**config.mk**
```make
export PLATFORM = sky130hd
export DESIGN_NAME = sram_arbiter
export DESIGN_NICKNAME = d
export VERILOG_FILES = /design/src/rtl/sram_arbiter.sv
export SDC_FILE = /design/constraint.sdc
export NUM_CORES = 1
export LEC_CHECK = 0
export ABC_AREA = 0
export ABC_CLOCK_PERIOD_IN_PS = 3300
export CAP_MARGIN = 30
export CELL_PAD_IN_SITES_DETAIL_PLACEMENT = 0
export CELL_PAD_IN_SITES_GLOBAL_PLACEMENT = 1
export CORE_MARGIN = 3
export CORE_UTILIZATION = 32
export DETAILED_ROUTE_END_ITERATION = 6
export PLACE_DENSITY_LB_ADDON = 0.2
export SETUP_SLACK_MARGIN = 0.1
export SYNTH_ARGS = -nofsm -noshare
export SYNTH_HDL_FRONTEND = slang
export SYNTH_SLANG_ARGS = --single-unit
```
**constraint.sdc**
```tcl
create_clock -name clk6x -period 3.3 [get_ports clk6x]
set_input_delay 0.33 -clock clk6x [delete_from_list [all_inputs] [get_ports clk6x]]
set_output_delay 0.33 -clock clk6x [all_outputs]
set_load 0.01 [all_outputs]
```
**src/rtl/sram_arbiter.sv**
```systemverilog
`timescale 1ns/1ps
// Sequences the external SRAM bus for two masters: CPU (fixed priority) and aux (only while CPU bus is free).
// Latency: request sampled at edge N -> SETUP in N+1; completion pulse in the first HOLD cycle (N+SETUP+ACCESS+1).
// Backpressure: CPU is stretched via cpu_stall_o until cpu_done_o; aux holds aux_req_i until aux_ack_o.
module sram_arbiter #(
    parameter int ADDR_W     = 21,
    parameter int SETUP_CYC  = 1,
    parameter int ACCESS_CYC = 2,
    parameter int HOLD_CYC   = 1
) (
    input  logic              clk6x,
    input  logic              resetn,
    input  logic              cpu_req_i,
    input  logic [ADDR_W-1:0] cpu_addr_i,
    input  logic              cpu_rwn_i,
    input  logic [7:0]        cpu_wdata_i,
    output logic [7:0]        cpu_rdata_o,
    output logic              cpu_done_o,
    output logic              cpu_stall_o,
    input  logic              cpu_bus_free_i,
    input  logic              aux_req_i,
    input  logic [ADDR_W-1:0] aux_addr_i,
    input  logic              aux_rwn_i,
    input  logic [7:0]        aux_wdata_i,
    output logic              aux_ack_o,
    output logic [7:0]        aux_rdata_o,
    output logic              aux_rvalid_o,
    output logic [ADDR_W-1:0] mem_addr_o,
    output logic              mal_oe_o,
    output logic              m1csn_o,
    output logic              mrdn_o,
    output logic              mwrn_o,
    output logic [7:0]        md_o,
    output logic              md_oe_o,
    input  logic [7:0]        md_i
);

    typedef enum logic [1:0] {IDLE, SETUP, STROBE, HOLD} state_t;

    localparam logic [2:0] SETUP_LAST  = 3'(SETUP_CYC - 1);
    localparam logic [2:0] ACCESS_LAST = 3'(ACCESS_CYC - 1);
    localparam logic [2:0] HOLD_LAST   = 3'(HOLD_CYC - 1);

    state_t            state_q, state_d;
    logic [2:0]        cnt_q, cnt_d;
    logic              owner_q, owner_d;   // 1 = aux owns the current access
    logic [ADDR_W-1:0] addr_q, addr_d;
    logic              rwn_q, rwn_d;
    logic [7:0]        wdata_q, wdata_d;
    logic [7:0]        cpu_rdata_q, cpu_rdata_d;
    logic [7:0]        aux_rdata_q, aux_rdata_d;
    logic              cpu_done_q, cpu_done_d;
    logic              aux_ack_q, aux_ack_d;
    logic              aux_rvalid_q, aux_rvalid_d;
    logic              m1csn_q, m1csn_d;
    logic              mrdn_q, mrdn_d;
    logic              mwrn_q, mwrn_d;
    logic              md_oe_q, md_oe_d;
    logic              mal_oe_q, mal_oe_d;
    logic              grant_pt;

    // Next-state, grant and completion logic; pin outputs are decoded from the next state so they come straight from flops.
    always_comb begin
        state_d      = state_q;
        cnt_d        = cnt_q;
        owner_d      = owner_q;
        addr_d       = addr_q;
        rwn_d        = rwn_q;
        wdata_d      = wdata_q;
        cpu_rdata_d  = cpu_rdata_q;
        aux_rdata_d  = aux_rdata_q;
        cpu_done_d   = 1'b0;
        aux_ack_d    = 1'b0;
        aux_rvalid_d = 1'b0;
        grant_pt     = 1'b0;

        case (state_q)
            IDLE: grant_pt = 1'b1;
            SETUP: begin
                if (cnt_q == SETUP_LAST) begin
                    state_d = STROBE;
                    cnt_d   = 3'd0;
                end else begin
                    cnt_d = cnt_q + 3'd1;
                end
            end
            STROBE: begin
                if (cnt_q == ACCESS_LAST) begin
                    // Read data is taken on the edge that ends the strobe; the pulse lands in the first HOLD cycle.
                    state_d = HOLD;
                    cnt_d   = 3'd0;
                    if (!owner_q) begin
                        cpu_done_d = 1'b1;
                        if (rwn_q) cpu_rdata_d = md_i;
                    end else if (rwn_q) begin
                        aux_rvalid_d = 1'b1;
                        aux_rdata_d  = md_i;
                    end
                end else begin
                    cnt_d = cnt_q + 3'd1;
                end
            end
            HOLD: begin
                if (cnt_q == HOLD_LAST) begin
                    grant_pt = 1'b1;
                    state_d  = IDLE;
                    cnt_d    = 3'd0;
                end else begin
                    cnt_d = cnt_q + 3'd1;
                end
            end
            default: state_d = IDLE;
        endcase

        // A grant in the last HOLD cycle chains straight into SETUP, keeping chip-select low.
        if (grant_pt) begin
            if (cpu_req_i) begin
                state_d = SETUP;
                cnt_d   = 3'd0;
                owner_d = 1'b0;
                addr_d  = cpu_addr_i;
                rwn_d   = cpu_rwn_i;
                wdata_d = cpu_wdata_i;
            end else if (aux_req_i && cpu_bus_free_i) begin
                state_d   = SETUP;
                cnt_d     = 3'd0;
                owner_d   = 1'b1;
                addr_d    = aux_addr_i;
                rwn_d     = aux_rwn_i;
                wdata_d   = aux_wdata_i;
                aux_ack_d = 1'b1;
            end
        end

        m1csn_d  = (state_d == IDLE);
        mrdn_d   = !((state_d == STROBE) && rwn_d);
        mwrn_d   = !((state_d == STROBE) && !rwn_d);
        md_oe_d  = (state_d != IDLE) && !rwn_d;
        mal_oe_d = (state_d != IDLE) && owner_d;
    end

    // State and output registers; reset drops any access in flight without a completion pulse.
    always_ff @(posedge clk6x) begin
        if (!resetn) begin
            state_q      <= IDLE;
            cnt_q        <= 3'd0;
            owner_q      <= 1'b0;
            addr_q       <= '0;
            rwn_q        <= 1'b1;
            wdata_q      <= 8'h00;
            cpu_rdata_q  <= 8'h00;
            aux_rdata_q  <= 8'h00;
            cpu_done_q   <= 1'b0;
            aux_ack_q    <= 1'b0;
            aux_rvalid_q <= 1'b0;
            m1csn_q      <= 1'b1;
            mrdn_q       <= 1'b1;
            mwrn_q       <= 1'b1;
            md_oe_q      <= 1'b0;
            mal_oe_q     <= 1'b0;
        end else begin
            state_q      <= state_d;
            cnt_q        <= cnt_d;
            owner_q      <= owner_d;
            addr_q       <= addr_d;
            rwn_q        <= rwn_d;
            wdata_q      <= wdata_d;
            cpu_rdata_q  <= cpu_rdata_d;
            aux_rdata_q  <= aux_rdata_d;
            cpu_done_q   <= cpu_done_d;
            aux_ack_q    <= aux_ack_d;
            aux_rvalid_q <= aux_rvalid_d;
            m1csn_q      <= m1csn_d;
            mrdn_q       <= mrdn_d;
            mwrn_q       <= mwrn_d;
            md_oe_q      <= md_oe_d;
            mal_oe_q     <= mal_oe_d;
        end
    end

    assign cpu_rdata_o  = cpu_rdata_q;
    assign cpu_done_o   = cpu_done_q;
    assign cpu_stall_o  = cpu_req_i && !cpu_done_q;
    assign aux_ack_o    = aux_ack_q;
    assign aux_rdata_o  = aux_rdata_q;
    assign aux_rvalid_o = aux_rvalid_q;
    assign mem_addr_o   = addr_q;
    assign mal_oe_o     = mal_oe_q;
    assign m1csn_o      = m1csn_q;
    assign mrdn_o       = mrdn_q;
    assign mwrn_o       = mwrn_q;
    assign md_o         = wdata_q;
    assign md_oe_o      = md_oe_q;

endmodule

```
### Yosys cells after proc, flatten, opt, wreduce, memory -nomap -nowiden

Cells that the tools add are included.

* register bits after elaboration: 60
* bits of input ports: 73
* output and inout port bits: 54
* word-level logic and storage cells: 75

* add/subtract/negate cells: 1
* eq/ne operators: 5
* muxes and demuxes: 28
* bitwise gates (word level): 3
* reductions and logical operators: 22

Operators with widths (count)
* two-way mux 21 bit: 2
* two-way mux 8 bit: 2
* two-way mux 3 bit: 5
* two-way mux 2 bit: 6
* AND reduction 4 bit: 3
* two-way mux 1 bit: 10
* equality test 2 bit, second input constant: 3
* logical AND 1 bit: 6
* case mux 2 bit (3 select lines): 1
* case mux 3 bit (2 select lines): 1
* logical NOT 1 bit: 4
* logical NOT 2 bit: 2
* nonzero test 2 bit: 2
* adder 3 x 1 -> 3 bit, second input constant: 1
* equality test 3 x 1 -> 1 bit, second input constant: 1
* logical NOT 3 bit: 1
* NOT 1 bit: 3
* AND reduction 3 bit: 1
* OR reduction 3 bit: 1
* equality test 2 x 1 -> 1 bit, second input constant: 1
* case mux 1 bit (2 select lines): 1
* AND reduction 2 bit: 1
* OR reduction 2 bit: 1

### Longest topological paths before layout

* depth in word-level cells: 9
* gate-level depth with buffers: 8
* mapped depth without buffers: 7

### Worst setup path after synthesis

OpenSTA, ideal clock, no wires.

* path type: register -> register
* from: reg state_q[1]
* to: reg addr_q[10] (netlist: mem_addr_o[10])
* setup time: 0.134 ns
* arrival: 1.583 ns
* required time: 3.166 ns
* path slack: 1.582 ns
* cell stages (with the launch flop): 8
* path buffers: 2
* clock period less this slack: 1.718 ns
* cells stage by stage: dfxtp_1 > inv_1 > ha_1 > nand4bb_4 > a22oi_4 > buf_4 > buf_2 > a211oi_1

* cells in the longest elaborated chain, start to end: 3
* elaborated cells on any way between the ends: 4
* classes of those cells: 1 x eq/ne; 1 x mux; 2 x reduce/logical

Ends and longest elaborated chain
* from (decl): RTL line 44 `state_t state_q, state_d;`
* from (signal assigned): RTL line 162 `state_q <= state_d;`
* equality test 2 bit / logical NOT 2 bit (equally long branches): RTL line 77 `case (state_q)`
* case mux 1 bit (2 select lines) *: RTL line 77
* AND reduction 2 bit (no source line) *
* to (signal assigned): RTL line 165 `addr_q <= addr_d;`
* to (decl): RTL line 47 `logic [ADDR_W-1:0] addr_q, addr_d;`

Mark *: on every way between the ends. The rest lies on a longest branch, timed or not.
A chain may end at the register's enable or synchronous reset.

### Worst setup path in the final report

* from: reg state_q[0]
* to: reg addr_q[3] (netlist: mem_addr_o[3])

Same word-level chain as after synthesis.

==> impl_metrics.yaml <==
outcome:
  status: "finished clean"
cts:
  clock-sinks: 60
  cts_root_buffer: "clkbuf_8"
  cts_tree: "done"
  cts_hold_buf: 0
  clk_latency_ps: 330
  clk_pin_slew_ps: 60
  cts_buffers: 9
  clockBufferDepth: 2
  post_cts_resized: 0
  htreeDepth: 3
  post-cts-setup-buffers: 0
synthesis:
  synth_commonest_cells: "dfxtp_1 (60), nor2_1 (54), mux2i_1 (45)"
  ys_seq_elements: 60
  synth.area.top_cells: "dfxtp_1 (46%), mux2i_1 (17%), a211oi_1 (8.6%)"
  netlist-cell-type-count: 33
  yosys.area.top_type: "dfxtp_1"
  yosysWarnings: 0
  synth_ff_type: "dfxtp_1"
  syn_area_um2: 2620
  ys_seq_area_share_pct: 45.8
  synth_async_sr_flop_share_pct: 0
  post-synth-top-count-cell: "dfxtp_1"
  syn_area_per_cell_um2: 9.78
  yosysTopAreaCellShare_pct: 45.8
  synthesis.instances: 268
  synth_nets: 348
  synth_edf_count: 0
placement:
  portBuffers: 126
  dp_slack_ps: 1130
  hpwl_mm: 5.03
  dpl.cell_count: 482
  gp_congestion: 0.774
cells_and_area:
  nNetsFinal: 471
  drive_gt1_share_pct: 6.82
  layout.cells.non_filler: 498
  n_antenna_cell: 0
  syn_to_final_growth_pct: 57.1
  fillers: 752
  ff_latch_area_um2: 1200
  multi_input_area_um2: 1290
  final_core_util_pct: 52.5
global_route:
  grt_first_pass_wirelength_mm: 10.2
  antenna_found_initial: 0
  grt_usage_pct: 14.3
  grt_start_max_net_pins: 57
  overflow: 0
  grt_pass1_vias: 2134
power:
  p_sw_share_pct: 32.0
  combPwrFrac_pct: 37.9
  pwr_density_cell_nw_per_um2: 628
  intPower_mw: 1.76
  p_leak_nw: 1.71
  pwr-share-seq_pct: 37.4
  power.switching_uw: 827
  pwr-share-clk_pct: 24.8
  ir_drop_mv: 0.359
sta:
  timing.final.crit_share_pct: 66.7
  worst_slew_pin_slew_ps: 621
  fin_worst_skew_ps: 3.21
  setup_viol: 0
  slew_headroom_pct: 58.6
  max_freq_mhz: 455
  min_period_ps: 2200
  final_max_slew_viol_count: 0
  rsz0062_at_grt: "false"
  timing.final.hold_violations: 0
  layout_setup_ws_ps: 1100
  tns_ps: 0
  whs_ps: 356
setup_path:
  crit_type: "flip-flop to flip-flop"
  setup.worst_path.end_class: "flip-flop"
  r2r_start: "state_q[0]"
  cp.required_ps: 3530
  cp_max_fo: 56
  worstReg2RegEnd: "mem_addr_o[3]"
  crit_arrival_ps: 2430
  startpoint_type: "flip-flop"
  reg2reg_depth: 7
  reg2reg_slack_ps: 1100
route:
  avgViaCountPerCell: 4.62
  first_pass_iters: 4
  drt-initial-drc-count: 74
  totalWireLength_mm: 6.66
  drc_errors: 0
  wl_per_cell_um: 13.4
  vias: 2303
  ant_nets: 0
hold_path:
  min-delay-start: "cpu_req_i"
  hold_path_end: "aux_ack_o"
  hp-class: "input port to flip-flop"
  hold_path_depth: 3
die:
  fp.dieH_um: 96.5
  initial_core_util_pct: 33.4
  io_pins: 127
  core_um2: 7850
  dieArea_um2: 9310
  die_w_um: 96.5
  std_cell_rows: 32
flow_run:
  drv_cap: 0
[critical path: stages, from the launching register on]
cell	delay [ps]
dfxtp_1	390
inv_1	100
ha_1	320
nand2b_1	240
a22oi_4	230
buf_4	480
nor2_1	90
a211oi_1	250
[flip-flops by register name, indices dropped and copies added (netlist names)]
signal	flops
state_q	2
cnt_q	3
m1csn_o	1
aux_ack_o	1
mem_addr_o	21
mal_oe_o	1
mwrn_o	1
aux_rdata_o	8
md_oe_o	1
rwn_q	1
mrdn_o	1
md_o	8
cpu_rdata_o	8
aux_rvalid_o	1
cpu_done_o	1
owner_q	1
[cell usage in the layout (no fill, tap or decap), types with 2 or more instances in the layout]
| cell | n |
|---|---|
| nand3b_1 | 2 |
| inv_1 | 6 |
| nand2_1 | 11 |
| nor2_1 | 54 |
| clkbuf_8 | 10 |
| nand2b_1 | 5 |
| clkinv_2 | 2 |
| dfxtp_1 | 60 |
| buf_4 | 3 |
| a211oi_1 | 30 |
| o21ai_0 | 4 |
| clkdlybuf4s50_1 | 125 |
| nor3_1 | 5 |
| mux2i_1 | 45 |
| and3_1 | 2 |
| a21oi_1 | 5 |
| clkbuf_1 | 2 |
| ha_1 | 7 |
[stage by stage]
stage / power, mW / area [µm²]
3_3_place_gp: 1.96 / 3920
4_1_cts: 2.63 / 4120
3_5_place_dp: 1.97 / 3920
5_1_grt: 2.77 / 4120
2_1_floorplan: 1.53 / 2620
6_report: 2.58 / 4120
[area by class of cell]
class | count | area share, %
Clock buffer | 12 | 3.53
Inverter | 7 | 0.638
Multi-Input combinational cell | 184 | 31.3
Tap cell | 102 | 3.10
Clock inverter | 4 | 1.19
Sequential cell | 60 | 29.2
Timing Repair Buffer | 129 | 31.1
[per-layer routing]
metal / global-route usage [%] / wire length (µm) / vias to the layer above
li1: - / - / 1191
met1: 17.0 / 2770 / 1017
met5: 0 / 0 / -
met2: 23.9 / 3250 / 86
met4: 4.91 / 72 / 0
met3: 5.11 / 559 / 9
[worst max-delay path by stage]
stage,startpoint,end,depth (start not counted)
finish,state_q[0],mem_addr_o[3],7
global route,state_q[0],mem_addr_o[1],7
CTS,state_q[0],mem_addr_o[3],7
detailed placement,state_q[0],mem_addr_o[3],7
global placement,resetn,state_q[0],4
floorplan,state_q[1],mem_addr_o[10],7
[cell families (layout without fill, tap and decap cells)]
kind of cell    after synthesis  after routing  share of synthesized area [%]
fa+ha+maj                     7              7                           3.34
simple gates                 86             86                           15.3
compound gates               46             46                           13.3
mux                          45             45                           17.2
flops                        60             60                           45.8
buf+inv                      24            152                           4.97
[power groups by stage]
stage               Sequential [mW]  Combinational, mW  Clock, mW
floorplan                      1.04              0.487          0
global placement              0.980              0.979          0
detailed placement            0.983              0.990          0
CTS                           0.968              0.994      0.662
global route                  0.989               1.08      0.695
finish                        0.965              0.980      0.640
Note: power is estimated with default switching activity, not from simulation.
==> patch 1, RTL diff (same settings) <==
Change the parameter `HOLD_CYC` from 1 to 0.
--- a/src/rtl/sram_arbiter.sv
+++ b/src/rtl/sram_arbiter.sv
@@ -8,3 +8,3 @@
     parameter int ACCESS_CYC = 2,
-    parameter int HOLD_CYC   = 1
+    parameter int HOLD_CYC   = 0
 ) (
Formal check against the unedited RTL: not equivalent (a bounded check fails within 10 cycles, from zero or initial values and one cycle with resetn low).
==> patch 1 against the unedited design <==
  * Die area shrank 1.3%
  * Synthesized area shrank 1.4%
  * Wire length shrank 2.0%
  * Clock power grew 3.4%
  * Total power shrank 13%
  * Sequential power shrank 8.2%
  * Cell area is essentially flat
  * Count of clock-buffer cells in the layout is the same
  * Critical endpoint is now mem_addr_o[11]
  * Non-clock buffer count is the same
  * Worst setup slack lost 0.31 ns
  * Sequential cell count is the same
  * Via count shrank 0.83%
==> patch 1: results (changes against the unedited design) <==
metric	value	unit	change
synthFlopType	dfxtp_1		
async_reset_ff_frac	0		unchanged
grt_use_met2	0.224		-0.0150
grt_util_met3	0.0571		+0.00595
num_vias	2284		-0.83%
routed_wl	6.53	mm	-2.0%
skew	0.00966	ns	+0.00645 ns
gr-usage-met1	0.184		+0.0147
outcome	completed		
nets	467		-0.85%
hold_path_class	reg2reg		
track_usage	0.146		+0.00335
drive_gt1_frac	0.0614		-0.00680
ir_worst_vdd	204	uV	-43%
whs	0.493	ns	+0.137 ns
leakagePower	1.72	nW	+0.64%
r2r_slack	0.79	ns	-0.31 ns
cp.arrival	2.75	ns	+0.32 ns
crit_family	simple AND/OR/NAND/NOR gates		
worst_pin_slew	0.917	ns	+0.296 ns
critPathSlowestCell	nor3_4		
max_freq	398	MHz	-13%
fillers	728		-3.2%
synth_common_cells	dfxtp_1, nor2_1, mux2i_1		
grt_pass1_wl	10.4	mm	+1.6%
final_cells	493		-1.0%
ys_seq_area_frac	0.465		+0.00644
yosys-top-cells-area	dfxtp_1, mux2i_1, a211oi_1, nor2_1, ha_1		
synthCells	264		-1.5%
gp_congestion	0.817		+5.5%
synth_nets	345		-0.86%
place_inst	477		-1.0%
cts-hold-fix-buffers	0		unchanged
ys_warn_count	0		unchanged
max_stage_delay	0.79	ns	+0.31 ns
synthDistinctLibCells	37		+12%
first_global_vias	2226		+4.3%
dp_slack	0.758	ns	-0.372 ns
grt_max_degree	49		-14%
-- patch 1: cell types whose count changed in the layout (fill, tap and decap cells not counted), moves of 2 or more --
cell / change
nor2_1: -3
nand2_1: -6
mux2_2: +2
inv_1: +2
nor3_1: -4
o21a_1: +2
nand2b_1: -3
nand3_1: +3
or3_1: +2
-- patch 1: cell type report --
type                       instances  area share
timing repair buffer             129       0.311
multi-input combinational        178       0.310
sequential                        60       0.292
clock buffer                      12      0.0377
tap                              102      0.0310
clock inverter                     4      0.0116
inverter                           8     0.00730
-- patch 1: per-layer routing --
layer  share of wire  routed length (microns)
met4           0.011                       70
met1            0.45                     2910
met5               0                        0
met2            0.45                     2910
met3           0.097                      635
-- patch 1: cell families (layout without fill, tap and decap cells) --
logic type / Yosys count / count (layout) / share of synthesized area
flops: 60 / 60 / 0.465
compound gates: 48 / 48 / 0.135
simple gates: 74 / 74 / 0.130
fa+ha+maj: 8 / 8 / 0.0387
mux: 48 / 48 / 0.187
buf+inv: 26 / 153 / 0.0446
-- patch 1: final timing paths --
check,startpoint,endpoint,depth (start not counted)
max,state_q[0],mem_addr_o[11],6
min,cnt_q[1],cnt_q[1],2
max reg2reg,state_q[0],mem_addr_o[11],6
min reg2reg,cnt_q[1],cnt_q[1],2
-- patch 1: worst reg2reg max path, cell delays in order (launching register included) --
cell      delay [ns]
dfxtp_1         0.40
inv_1           0.09
ha_1            0.38
nor3_4          0.79
buf_4           0.46
nor2_1          0.08
a211oi_1        0.22
-- patch 1: through the flow --
stage	total power, mW	instance area, sq um
after floorplan	1.25	2580
after global placement	1.59	3910
after CTS	2.26	4110
final	2.24	4110
after global routing	2.38	4110
after detailed placement	1.60	3910
-- patch 1: report_power, final --
part / leakage, nW / switching, mW / total (mW) / internal [mW]
Sequential: 0.491 / 0.0559 / 0.886 / 0.830
Combinational: 1.13 / 0.324 / 0.688 / 0.365
Clock: 0.102 / 0.274 / 0.662 / 0.388
==> patch 2, RTL diff (same flow settings) <==
Made on the original files. Re-encode `state_t` (4 states) as one-hot, 4 bits wide.
--- a/src/rtl/sram_arbiter.sv
+++ b/src/rtl/sram_arbiter.sv
@@ -37,3 +37,3 @@
 
-    typedef enum logic [1:0] {IDLE, SETUP, STROBE, HOLD} state_t;
+    typedef enum logic [3:0] {IDLE = 4'b0001, SETUP = 4'b0010, STROBE = 4'b0100, HOLD = 4'b1000} state_t;
 
Function: same outputs for any inputs over 10 cycles, from zero or initial values and one cycle with resetn low; not proved beyond that.
==> patch 2 against the unedited design <==
  * Cell area rose by 4.9%
  * Wire length rose by 6.7%
  * Worst setup slack improved by 0.17 ns
  * First-iteration DRC count fell by 46%
  * Sequential cell count rose by 2
  * Synthesized area rose by 6.4%
  * Final cell count rose by 0.20%
Power is not compared: it rests on default switching activity, and its combinational part moved more than twofold at a synthesized area within 25%.
==> patch 2: results (changes against the unedited design) <==
metric	value	unit	change
outcome	completed		
wl_met1	3.06	mm	+10%
synth_nets	344		-1.1%
gp_congestion	0.879		+14%
hold_path_class	reg2reg		
critPathSlowestCell	a2111oi_4		
dr_wl_met3	696	microns	+25%
place_inst	483		+0.21%
num_vias	2344		+1.8%
synth-adder-area-share	0.0135		-0.0200
synth_common_cells	dfxtp_1, nor2_1, mux2i_1		
synth_compound_area_frac	0.184		+0.0508
dp_hpwl	5.15	mm	+2.3%
timing.rr.end	cnt_q[2]		
drt_iter0_drc	40		-46%
min_to	cpu_rdata_o[5]		
grt_pass1_wl	11.3	mm	+11%
wl_met2	3.21	mm	-1.2%
synthDistinctLibCells	38		+15%
dpl_cell_area	4120	sq um	+4.9%
yosys-top-cells-area	dfxtp_1, mux2i_1, a211oi_2, nor2_1, clkbuf_1		
gr-usage-met1	0.177		+0.00788
r2r-start	cnt_q[1]		
grt_max_degree	63		+11%
hp-start	cpu_rdata_o[5]		
patch 2: cell types whose count changed in the layout (fill, tap and decap cells not counted), moves of 3 or more:
cell | before | now
a211oi_2 | 0 | 27
a211oi_1 | 30 | 4
ha_1 | 7 | 3
nor2_1 | 54 | 50
nor2b_1 | 0 | 3
nor3_1 | 5 | 2
patch 2: cell families (layout without fill, tap and decap cells):
logic type / after synthesis / after routing
buffers and inverters: 25 / 151
AND/OR/NAND/NOR: 84 / 84
AO/OA/AOI/OAI: 48 / 48
XOR/XNOR: 1 / 1
flip-flops: 62 / 62
multiplexers: 45 / 45
adder cells (fa/ha/maj): 3 / 3
patch 2: layout make-up:
class	count	area (sq um)
Clock buffer	13	159
Clock inverter	3	42.5
Fill cell	775	4020
Inverter	6	22.5
Multi-Input combinational cell	181	1420
Sequential cell	62	1240
Tap cell	105	131
Timing Repair Buffer	129	1300
